<file path="src/rtl/store_buffer_unit_pkg.sv">
// Shared types for the store buffer unit.
//   mem_op_t      : memory operation encoding seen by the MEM stage (loads and stores).
//   store_entry_t : one buffered store {addr, wstrb, wdata} at the default bus geometry.
package store_buffer_unit_pkg;

    localparam int unsigned XLEN_DEF = 32;
    localparam int unsigned AW_DEF   = 32;
    localparam int unsigned NB_DEF   = XLEN_DEF / 8;

    typedef enum logic [3:0] {
        MEM_NONE = 4'd0,
        MEM_LB   = 4'd1,
        MEM_LH   = 4'd2,
        MEM_LW   = 4'd3,
        MEM_LD   = 4'd4,
        MEM_LBU  = 4'd5,
        MEM_LHU  = 4'd6,
        MEM_LWU  = 4'd7,
        MEM_SB   = 4'd8,
        MEM_SH   = 4'd9,
        MEM_SW   = 4'd10,
        MEM_SD   = 4'd11
    } mem_op_t;

    typedef struct packed {
        logic [AW_DEF-1:0]   addr;
        logic [NB_DEF-1:0]   wstrb;
        logic [XLEN_DEF-1:0] wdata;
    } store_entry_t;

endpackage

</file>
<file path="src/rtl/store_buffer_unit_store_format.sv">
// Combinational store formatter.
// Ports:
//   mem_op_i      : operation; only store ops produce a store
//   off_i         : byte offset of the store within the bus word
//   wdata_i       : right-justified store data
//   is_store_o    : op is a store this bus width supports
//   misaligned_o  : store is not naturally aligned
//   wstrb_o       : byte strobes, shifted to the offset
//   wdata_o       : data masked to the op width and shifted to the offset
module store_format
    import store_buffer_unit_pkg::*;
#(
    parameter int unsigned XLEN = 32,
    parameter int unsigned NB   = XLEN / 8,
    parameter int unsigned OW   = $clog2(NB)
) (
    input  mem_op_t           mem_op_i,
    input  logic [OW-1:0]     off_i,
    input  logic [XLEN-1:0]   wdata_i,
    output logic              is_store_o,
    output logic              misaligned_o,
    output logic [NB-1:0]     wstrb_o,
    output logic [XLEN-1:0]   wdata_o
);

    logic [NB-1:0]   w_base_strb;
    logic [XLEN-1:0] w_mask;

    always_comb begin
        w_base_strb  = '0;
        w_mask       = '0;
        is_store_o   = 1'b1;
        misaligned_o = 1'b0;
        case (mem_op_i)
            MEM_SB: begin
                w_base_strb = NB'(1);
                w_mask      = XLEN'(8'hFF);
            end
            MEM_SH: begin
                w_base_strb  = NB'(2'b11);
                w_mask       = XLEN'(16'hFFFF);
                misaligned_o = off_i[0];
            end
            MEM_SW: begin
                w_base_strb  = NB'(4'hF);
                w_mask       = XLEN'(32'hFFFF_FFFF);
                misaligned_o = |off_i[1:0];
            end
            MEM_SD: begin
                // Doubleword stores only exist on a 64-bit bus.
                if (XLEN == 64) begin
                    w_base_strb  = '1;
                    w_mask       = '1;
                    misaligned_o = |off_i;
                end else begin
                    is_store_o = 1'b0;
                end
            end
            default: is_store_o = 1'b0;
        endcase
    end

    assign wstrb_o = w_base_strb << off_i;
    assign wdata_o = (wdata_i & w_mask) << {off_i, 3'b000};

endmodule

</file>
<file path="src/rtl/store_buffer_unit.sv">
// Store buffer: formats MEM-stage stores, queues them in a DEPTH-entry FIFO and
// drains them to data memory over valid/ready. Also flags misaligned stores and
// load/store byte overlaps.
// Ports:
//   clk_i, rst_i                 : clock, async active-high reset
//   st_valid_i/st_ready_o        : store request handshake from the MEM stage
//   mem_op_i, waddr_i, wdata_i   : store op, byte address, right-justified data
//   misaligned_store_o/_addr_o   : one-cycle pulse and sticky address of a misaligned store
//   mem_valid_o/mem_ready_i      : head-entry handshake towards data memory
//   mem_addr_o/_wstrb_o/_wdata_o : head entry fields
//   ld_addr_i, ld_strb_i         : load in the MEM stage
//   ld_hit_o                     : load overlaps a buffered store
//   empty_o                      : buffer holds no stores
module store_buffer_unit
    import store_buffer_unit_pkg::*;
#(
    parameter int unsigned XLEN  = 32,
    parameter int unsigned AW    = 32,
    parameter int unsigned DEPTH = 4
) (
    input  logic                clk_i,
    input  logic                rst_i,
    input  logic                st_valid_i,
    output logic                st_ready_o,
    input  mem_op_t             mem_op_i,
    input  logic [AW-1:0]       waddr_i,
    input  logic [XLEN-1:0]     wdata_i,
    output logic                misaligned_store_o,
    output logic [AW-1:0]       misaligned_addr_o,
    output logic                mem_valid_o,
    input  logic                mem_ready_i,
    output logic [AW-1:0]       mem_addr_o,
    output logic [XLEN/8-1:0]   mem_wstrb_o,
    output logic [XLEN-1:0]     mem_wdata_o,
    input  logic [AW-1:0]       ld_addr_i,
    input  logic [XLEN/8-1:0]   ld_strb_i,
    output logic                ld_hit_o,
    output logic                empty_o
);

    localparam int unsigned NB = XLEN / 8;
    localparam int unsigned OW = $clog2(NB);
    localparam int unsigned PW = $clog2(DEPTH);

    // Width-matched copy of store_entry_t for this instance's bus geometry.
    typedef struct packed {
        logic [AW-1:0]   addr;
        logic [NB-1:0]   wstrb;
        logic [XLEN-1:0] wdata;
    } entry_t;

    entry_t          r_mem [DEPTH];
    logic [DEPTH-1:0] r_valid;
    logic [PW:0]     r_wptr;
    logic [PW:0]     r_rptr;
    logic            r_mis_pulse;
    logic [AW-1:0]   r_mis_addr;

    logic            w_is_store;
    logic            w_misaligned;
    logic [NB-1:0]   w_fmt_strb;
    logic [XLEN-1:0] w_fmt_data;
    logic [AW-1:0]   w_align_mask;
    logic            w_full;
    logic            w_empty;
    logic            w_accept;
    logic            w_push;
    logic            w_pop;
    logic [PW-1:0]   w_widx;
    logic [PW-1:0]   w_ridx;
    logic [DEPTH-1:0] w_valid_nxt;
    entry_t          w_new_entry;
    entry_t          w_head;
    logic [AW-1:0]   w_ld_word;

    store_format #(
        .XLEN (XLEN)
    ) u_store_format (
        .mem_op_i     (mem_op_i),
        .off_i        (waddr_i[OW-1:0]),
        .wdata_i      (wdata_i),
        .is_store_o   (w_is_store),
        .misaligned_o (w_misaligned),
        .wstrb_o      (w_fmt_strb),
        .wdata_o      (w_fmt_data)
    );

    assign w_align_mask = ~AW'(NB - 1);

    assign w_widx  = r_wptr[PW-1:0];
    assign w_ridx  = r_rptr[PW-1:0];
    assign w_empty = (r_wptr == r_rptr);
    assign w_full  = (r_wptr[PW] != r_rptr[PW]) && (w_widx == w_ridx);

    // No bypass when full: a pop in the same cycle does not open a slot.
    assign st_ready_o = !w_full;
    assign w_accept   = st_valid_i && st_ready_o && w_is_store;
    // Misaligned stores complete the handshake but are dropped.
    assign w_push     = w_accept && !w_misaligned;
    assign w_pop      = !w_empty && mem_ready_i;

    assign w_new_entry.addr  = waddr_i & w_align_mask;
    assign w_new_entry.wstrb = w_fmt_strb;
    assign w_new_entry.wdata = w_fmt_data;

    // Push and pop never target the same slot: that needs full (no push) or empty (no pop).
    always_comb begin
        w_valid_nxt = r_valid;
        if (w_pop) begin
            w_valid_nxt[w_ridx] = 1'b0;
        end
        if (w_push) begin
            w_valid_nxt[w_widx] = 1'b1;
        end
    end

    always_ff @(posedge clk_i or posedge rst_i) begin
        if (rst_i) begin
            r_wptr      <= '0;
            r_rptr      <= '0;
            r_valid     <= '0;
            r_mis_pulse <= 1'b0;
            r_mis_addr  <= '0;
            for (int i = 0; i < DEPTH; i++) begin
                r_mem[i] <= '0;
            end
        end else begin
            if (w_push) begin
                r_mem[w_widx] <= w_new_entry;
                r_wptr        <= r_wptr + 1'b1;
            end
            if (w_pop) begin
                r_rptr <= r_rptr + 1'b1;
            end
            r_valid     <= w_valid_nxt;
            r_mis_pulse <= w_accept && w_misaligned;
            if (w_accept && w_misaligned) begin
                r_mis_addr <= waddr_i;
            end
        end
    end

    assign w_head      = r_mem[w_ridx];
    assign mem_valid_o = !w_empty;
    assign mem_addr_o  = w_head.addr;
    assign mem_wstrb_o = w_head.wstrb;
    assign mem_wdata_o = w_head.wdata;
    assign empty_o     = w_empty;

    assign misaligned_store_o = r_mis_pulse;
    assign misaligned_addr_o  = r_mis_addr;

    // Only registered entries are compared, so a store enqueued this cycle never hits.
    assign w_ld_word = ld_addr_i & w_align_mask;
    always_comb begin
        ld_hit_o = 1'b0;
        for (int i = 0; i < DEPTH; i++) begin
            if (r_valid[i] && (r_mem[i].addr == w_ld_word) &&
                ((r_mem[i].wstrb & ld_strb_i) != '0)) begin
                ld_hit_o = 1'b1;
            end
        end
    end

endmodule

</file>
<file path="config.mk">
export PLATFORM = sky130hd
export DESIGN_NAME = store_buffer_unit
export DESIGN_NICKNAME = d
export VERILOG_FILES = /design/src/rtl/store_buffer_unit_pkg.sv /design/src/rtl/store_buffer_unit_store_format.sv /design/src/rtl/store_buffer_unit.sv
export SDC_FILE = /design/constraint.sdc
export NUM_CORES = 1
export LEC_CHECK = 0
export ABC_AREA = 1
export BUFFER_PORTS_ARGS = -buffer_cell sky130_fd_sc_hd__clkbuf_2
export CAP_MARGIN = 20
export CELL_PAD_IN_SITES_DETAIL_PLACEMENT = 1
export CELL_PAD_IN_SITES_GLOBAL_PLACEMENT = 2
export CORE_UTILIZATION = 33
export DETAILED_ROUTE_END_ITERATION = 8
export GPL_TIMING_DRIVEN = 0
export PLACE_DENSITY_LB_ADDON = 0.1
export SLEW_MARGIN = 20
export SYNTH_ARGS = -nofsm -noshare
export SYNTH_HDL_FRONTEND = slang
export SYNTH_SLANG_ARGS = --single-unit
</file>
<file path="constraint.sdc">
create_clock -name clk_i -period 12.8 [get_ports clk_i]
set_clock_uncertainty 0.2 [all_clocks]
set_input_delay 0.64 -clock clk_i [delete_from_list [all_inputs] [get_ports clk_i]]
set_output_delay 0.64 -clock clk_i [all_outputs]
set_load 0.02 [all_outputs]
</file>
==> results of run 1 <==
cells in the mapped netlist, drive strengths merged, types with 2 or more instances:
master and instances:
or3 2, inv 129, dfrtp 307, o21a 7, nand2 694, nor3 6, a21oi 22, ha 8
nor2 200, o21ai 416, clkinv 3, clkbuf 77, or2 2, buf 37, xor2 26, xnor2 27
o22ai 61, nand3 43
where the power goes:
| group | switching [W] | internal (W) |
|---|---|---|
| combinational | 0.00133 | 0.000594 |
| sequential | 0.000286 | 0.00126 |
| clock | 0.000447 | 0.000659 |
| total | 0.00207 | 0.00251 |
flip-flops by register name, indices dropped and copies added (netlist names):
name / flops
r_rptr: 3
misaligned_addr_o: 32
misaligned_store_o: 1
r_wptr: 3
r_valid: 4
r_mem: 264
what timing repair did:
action | 4_1_cts | 5_1_grt
endpoints found under the hold margin | 50 | 0
hold buffers | 1 | 0
resized for setup | 0 | 0
layer usage:
layer / vias up / part of all wire [%] / wire (um)
met4: 8 / 3.3 / 2230
met1: 7708 / 44 / 30000
met3: 115 / 4.2 / 2840
li1: 7168 / - / -
met5: - / 0.075 / 51
met2: 364 / 49 / 33200
per-stage QoR:
step / instance area [sq um] / setup slack (ps)
2_1_floorplan: 15600 / 3470
3_3_place_gp: 17400 / -600
3_5_place_dp: 17500 / 9070
4_1_cts: 18700 / 8460
5_1_grt: 18700 / 8380
6_report: 18700 / 8430
logic make-up after synthesis:
| logic type | after synthesis |
|---|---|
| other | 1 |
| XOR/XNOR | 53 |
| AO/OA/AOI/OAI | 506 |
| adder cells (fa/ha/maj) | 8 |
| AND/OR/NAND/NOR | 948 |
| buffers and inverters | 246 |
| flip-flops | 307 |
layout make-up:
type / count / area, sq um
Inverter: 132 / 504
Timing Repair Buffer: 210 / 1120
Tap cell: 607 / 759
Clock buffer: 58 / 1160
Fill cell: 5838 / 27800
Clock inverter: 5 / 82.6
Multi-Input combinational cell: 1517 / 6880
Buffer: 114 / 528
Sequential cell: 307 / 7680
worst paths after layout:
check                                       from                                end  slack, ps
min reg2reg                r_mem[98]$_DFFE_PP0P_              r_mem[98]$_DFFE_PP0P_        270
max in group asynchronous                  rst_i  misaligned_addr_o[13]$_DFFE_PP0P_      10720
max                        r_rptr[0]$_DFFE_PP0N_                      mem_addr_o[5]       8430
max reg2reg                r_rptr[0]$_DFFE_PP0N_              r_rptr[1]$_DFFE_PP0N_       9740
min in group asynchronous                  rst_i   misaligned_addr_o[1]$_DFFE_PP0P_        440
min                                  waddr_i[23]             r_mem[263]$_DFFE_PP0P_        190
worst max-delay path: cells and delay by family (launching register included):
family	cells	cell delay, ps
buffers and inverters	5	2070
AOI/OAI and AO/OA	1	370
and+or+nand+nor	1	110
DFF	1	390
==> summary.md, run 1 <==
| Metric | Value |
|---|---|
| Most frequent cells in the layout | `nand2_1 (689), o21ai_0 (351), dfrtp_1 (307)` |
| Wire per inst | `23.2 um` |
| Vias per cell | `5.21` |
| Asr flop ratio synth | `100%` |
| CP Class | `reg -> out` |
| Vias in the first global route | `15,914` |
| Vias | `15,363` |
| Setup TNS | `0 ps` |
| Max Fclk | `229 MHz` |
| GRT Total Usage | `29.0%` |
| Sequential-to-total area share from yosys stat | `49.3%` |
| Slew HR | `39.9%` |
| DRT Pass-1 Iters | `5` |
| Final Routed Wirelength | `68,300 um` |
| Yosys top cell by area | `dfrtp_1` |
| Fin cells | `2,950` |
| Simple-Gate Fraction of Synth Area | `23.6%` |
| Setup Buffers After CTS | `0` |
| WHS | `189 ps` |
| Die X | `219 um` |
| Max-slew violations | `0` |
| Dpl hpwl | `50,900 um` |
| Most Frequent Cell on Critical Path | `clkbuf_1` |
| VDD IR max | `0.000120 V` |
| Hold Violations, Final | `0` |
| Post-Syn Area | `15,600 sq um` |
| Slowest cell on crit path | `clkbuf_1` |
| Layout Nets | `2,436` |
| Final Cycle Share | `34.1%` |
| Die Footprint | `48,100 sq um` |
| RSZ-0062 raised after global routing | `no` |
| Ys flop type | `dfrtp_1` |
| Met3 GRT Util | `4.26%` |
| DRC | `0` |
| Max incr delay on CP | `680 ps` |
| Cell Chain, Critical Path | `buf_2 -> inv_1 -> clkbuf_1 -> clkbuf_1 -> nand2_1 -> a21oi_1 -> clkbuf_2` |
| Adder-Cell Fraction of Synth Area | `0.642%` |
| CTS root buffer | `clkbuf_16` |
| Worst path required time | `11,960 ps` |
| DRT antenna net count | `0` |
| # setup viols final | `0` |
| Final Power | `0.00458 W` |
| YS warnings | `0` |
| Met2 Use GR | `49.1%` |
| Crit end category | `primary output` |
| Placer Congestion | `0.925` |
| CTS Buf Count | `38` |
| Yosys top cell area share | `49.3%` |
| CP Launch Type | `flip-flop` |
| Crit Path Max Fanout | `11` |
| Initial Util | `33.5%` |
| Outcome | `finished clean` |
| IO Pins | `213` |
| Max-cap check violation count | `0` |
| Post-synthesis mux area share | `0%` |
| Final Util | `40.2%` |
| Area grow syn2layout | `20.1%` |
| Overall die height | `219 um` |
| Clock-pin transition on the worst setup and hold timing paths | `60 ps` |
| Clk_lat worst skew | `570 ps` |
| Final Critical Period | `4370 ps` |
| Clock Path Buffers | `3` |
| Iteration-0 DRC Markers | `902` |
| First-pass GRT wire length | `103,000 um` |
| CTS tree | `done` |
| Met1 GRT Util | `37.6%` |
| Commonest non-fill, non-tap cell in the layout | `nand2_1` |
| Antenna violations before repair | `4` |
| Xor and xnor area share after synthesis | `2.98%` |
| Clock Sinks | `307` |
| Gr ovfl total | `0` |
| Pleak | `9.34 nW` |
| Power density cells | `244 nW/um^2` |
| Worst min path class | `in -> reg` |
| Largest family of logic cells by synthesized area | `simple AND/OR/NAND/NOR gates` |
| # diodes | `0` |
| Number of flops mapped to enable cells by yosys | `0` |
| GR peak layer | `met2` |
| Yosys reg bits | `307` |
| Synth area leaders | `dfrtp_1 (49%), nand2_1 (17%), o21ai_0 (11%), nor2_1 (4.8%), inv_1 (3.0%)` |
| H-Tree Depth | `2` |
| CORE AREA | `46,600 sq um` |
| Layout cells sized above 1 | `13.5%` |
| Crit path arrival time | `3530 ps` |
| Largest net degree at the start of global routing | `92` |
| Dpl cells | `2,886` |
| Worst reg2reg path depth | `7` |
| Cells after Synth | `2,069` |
| Synth Area in Compound Gates | `16.9%` |
| Synth cell types | `30` |
| Input/output buffers | `206` |
| Num rows | `79` |
| Hold path cells | `3` |
| Worst-margin pin slew | `892 ps` |
| Mean Syn Cell Area | `7.53 sq um` |
(Power assumes the default switching activity.)
==> run 2: changes to the inputs <==
--- a/config.mk
+++ b/config.mk
@@ -10,7 +10,7 @@
 export CAP_MARGIN = 20
 export CELL_PAD_IN_SITES_DETAIL_PLACEMENT = 1
 export CELL_PAD_IN_SITES_GLOBAL_PLACEMENT = 2
-export CORE_UTILIZATION = 33
+export CORE_UTILIZATION = 30
 export DETAILED_ROUTE_END_ITERATION = 8
 export GPL_TIMING_DRIVEN = 0
 export PLACE_DENSITY_LB_ADDON = 0.1
==> constraint.sdc (replaced) <==
create_clock -name clk_i -period 3.55 [get_ports clk_i]
set_clock_uncertainty 0.2 [all_clocks]
set_input_delay 0.1775 -clock clk_i [delete_from_list [all_inputs] [get_ports clk_i]]
set_output_delay 0.1775 -clock clk_i [all_outputs]
set_load 0.02 [all_outputs]
==> summary.md, run 2 (synthesis gave the netlist of run 1 again) <==
| Metric | Value |
|---|---|
| Number of fillers in the final layout | `6,395` |
| Top reg by flops | `r_mem` |
| Largest net degree at the start of global routing | `32` |
| Worst-margin pin slew | `927 ps` |
| Iteration-0 DRC Markers | `877` |
| Final Critical Period | `3430 ps` |
| Area grow syn2layout | `25.1%` |
| RSZ-0062 raised after global routing | `no` |
| Crit path max-delay family | `buffers and inverters` |
| Wire per inst | `22.9 um` |
| Commonest non-fill, non-tap cell in the layout | `nand2_1` |
| Die Footprint | `52,900 sq um` |
| Final Routed Wirelength | `70,600 um` |
| Die X | `230 um` |
| Worst path buffer plus inverter count | `4` |
| Pleak | `9.66 nW` |
| Gr ovfl total | `0` |
| Overall die height | `230 um` |
| Worst path required time | `3170 ps` |
| Final Cycle Share | `96.5%` |
| H-Tree Depth | `2` |
| Max FFs per register | `264` |
| Num rows | `83` |
| Placer Congestion | `0.907` |
| Crit end category | `primary output` |
| Internal | `0.00909 W` |
| DRT antenna net count | `0` |
| Power density cells | `852 nW/um^2` |
| Worst min path class | `in -> reg` |
| VDD IR max | `0.000370 V` |
| NetSw | `0.00751 W` |
| Initial Util | `30.4%` |
| Max Fclk | `292 MHz` |
| CTS root buffer | `clkbuf_16` |
| Most frequent cells in the layout | `nand2_1 (689), o21ai_0 (351), dfrtp_1 (307)` |
| Max-cap check violation count | `0` |
| Slew HR | `37.5%` |
| DRC | `0` |
| IO Pins | `213` |
| Crit Path Max Fanout | `11` |
| Setup Buffers After CTS | `0` |
| CTS tree | `done` |
| Sw frac | `45.2%` |
| Clock Sinks | `307` |
| Max-slew violations | `0` |
| Vias | `15,466` |
| WHS | `13.8 ps` |
| Max incr delay on CP | `580 ps` |
| Most Frequent Cell on Critical Path | `clkbuf_2` |
| Clk_lat worst skew | `560 ps` |
| Clock network power share | `24.1%` |
| Vias per cell | `5.01` |
| Clock Path Buffers | `3` |
| Outcome | `finished clean` |
| DRT Pass-1 Iters | `5` |
| CORE AREA | `51,300 sq um` |
| Slowest cell on crit path | `dfrtp_1` |
| Dpl hpwl | `53,200 um` |
| Cell Chain, Critical Path | `inv_1 -> clkbuf_2 -> clkbuf_1 -> o21ai_0 -> o22ai_1 -> clkbuf_2` |
| Setup TNS | `0 ps` |
| Layout Nets | `2,496` |
| CP Launch Type | `flip-flop` |
| CTS Buf Count | `40` |
| # setup viols final | `0` |
| Vias in the first global route | `16,318` |
| First-pass GRT wire length | `106,000 um` |
| Layout cells sized above 1 | `14.2%` |
| Input/output buffers | `206` |
| Post-Layout Inst Area | `19,500 sq um` |
| Antenna violations before repair | `5` |
| GRT Total Usage | `27.0%` |
| Comb pwr share | `42.5%` |
| Seq pwr share | `33.5%` |
| Hold Violations, Final | `0` |
| CP Class | `reg -> out` |
| Crit path arrival time | `3050 ps` |
| Final Power | `0.0166 W` |
| Clock-pin transition on the worst setup and hold timing paths | `60 ps` |
| DP Area | `17,700 sq um` |
run 2: final cells by class:
| class | count | area [sq um] | area share (%) |
|---|---|---|---|
| Sequential cell | 307 | 7680 | 39.4 |
| Antenna cell | 1 | 2.50 | 0.0128 |
| Clock buffer | 59 | 1170 | 6.02 |
| Inverter | 132 | 500 | 2.57 |
| Timing Repair Buffer | 268 | 1770 | 9.08 |
| Tap cell | 680 | 851 | 4.36 |
| Clock inverter | 9 | 82.6 | 0.424 |
| Buffer | 114 | 549 | 2.82 |
| Multi-Input combinational cell | 1517 | 6880 | 35.3 |
run 2: what timing repair did:
| action | 4_1_cts | 5_1_grt |
|---|---|---|
| hold buffers | 51 | 0 |
| endpoints found under the setup margin | 63 | 10 |
| gates resized for setup | 12 | 9 |
| endpoints found under the hold margin | 337 | 0 |
run 2: worst paths after layout:
kind                                  startpoint                                to  slack [ps]  cells after the start
setup / recovery           r_rptr[1]$_DFFE_PP0N_                    mem_addr_o[26]         120                      6
setup reg to reg           r_rptr[0]$_DFFE_PP0N_  misaligned_addr_o[2]$_DFFE_PP0P_         800                      8
max in group asynchronous                  rst_i            r_mem[252]$_DFFE_PP0P_        1520                      7
min in group asynchronous                  rst_i            r_mem[136]$_DFFE_PP0P_         610                      4
hold reg to reg            r_mem[98]$_DFFE_PP0P_             r_mem[98]$_DFFE_PP0P_         270                      2
hold / removal                       wdata_i[18]            r_mem[162]$_DFFE_PP0P_          10                      6
run 2: power by group through the flow:
stage	sequential [W]	clock, W	combinational (W)
final	0.00556	0.00399	0.00705
after global routing	0.00569	0.00421	0.00777
after CTS	0.00554	0.00409	0.00715
after detailed placement	0.00559	0	0.00707
after global placement	0.00556	0	0.00691
after floorplan	0.00533	0	0.00420
run 2: stage by stage:
stage          instances  utilization [%]  setup WS (ps)
2_1_floorplan       2070                -           -912
3_3_place_gp        2956             34.1          -3190
3_5_place_dp        2967             34.5            136
4_1_cts             3086             38.0           2.08
5_1_grt             3086             38.0           4.12
6_report            3087             38.0            125
run 2: routing by layer:
layer | vias to the layer above | global-route usage [%] | share of wire (%)
met5 | - | 0 | 0.051
met4 | 6 | 10.3 | 3.9
met3 | 127 | 4.34 | 4.3
met2 | 387 | 45.7 | 48
met1 | 7665 | 34.5 | 44
li1 | 7281 | - | -
run 2: worst reg2reg max path, delay by kind of cell, from the launching register on:
family          cells  cell delay [ps]
flops               1              400
buf+inv             3             1230
xor+xnor            1              280
simple gates        3              440
compound gates      1              120
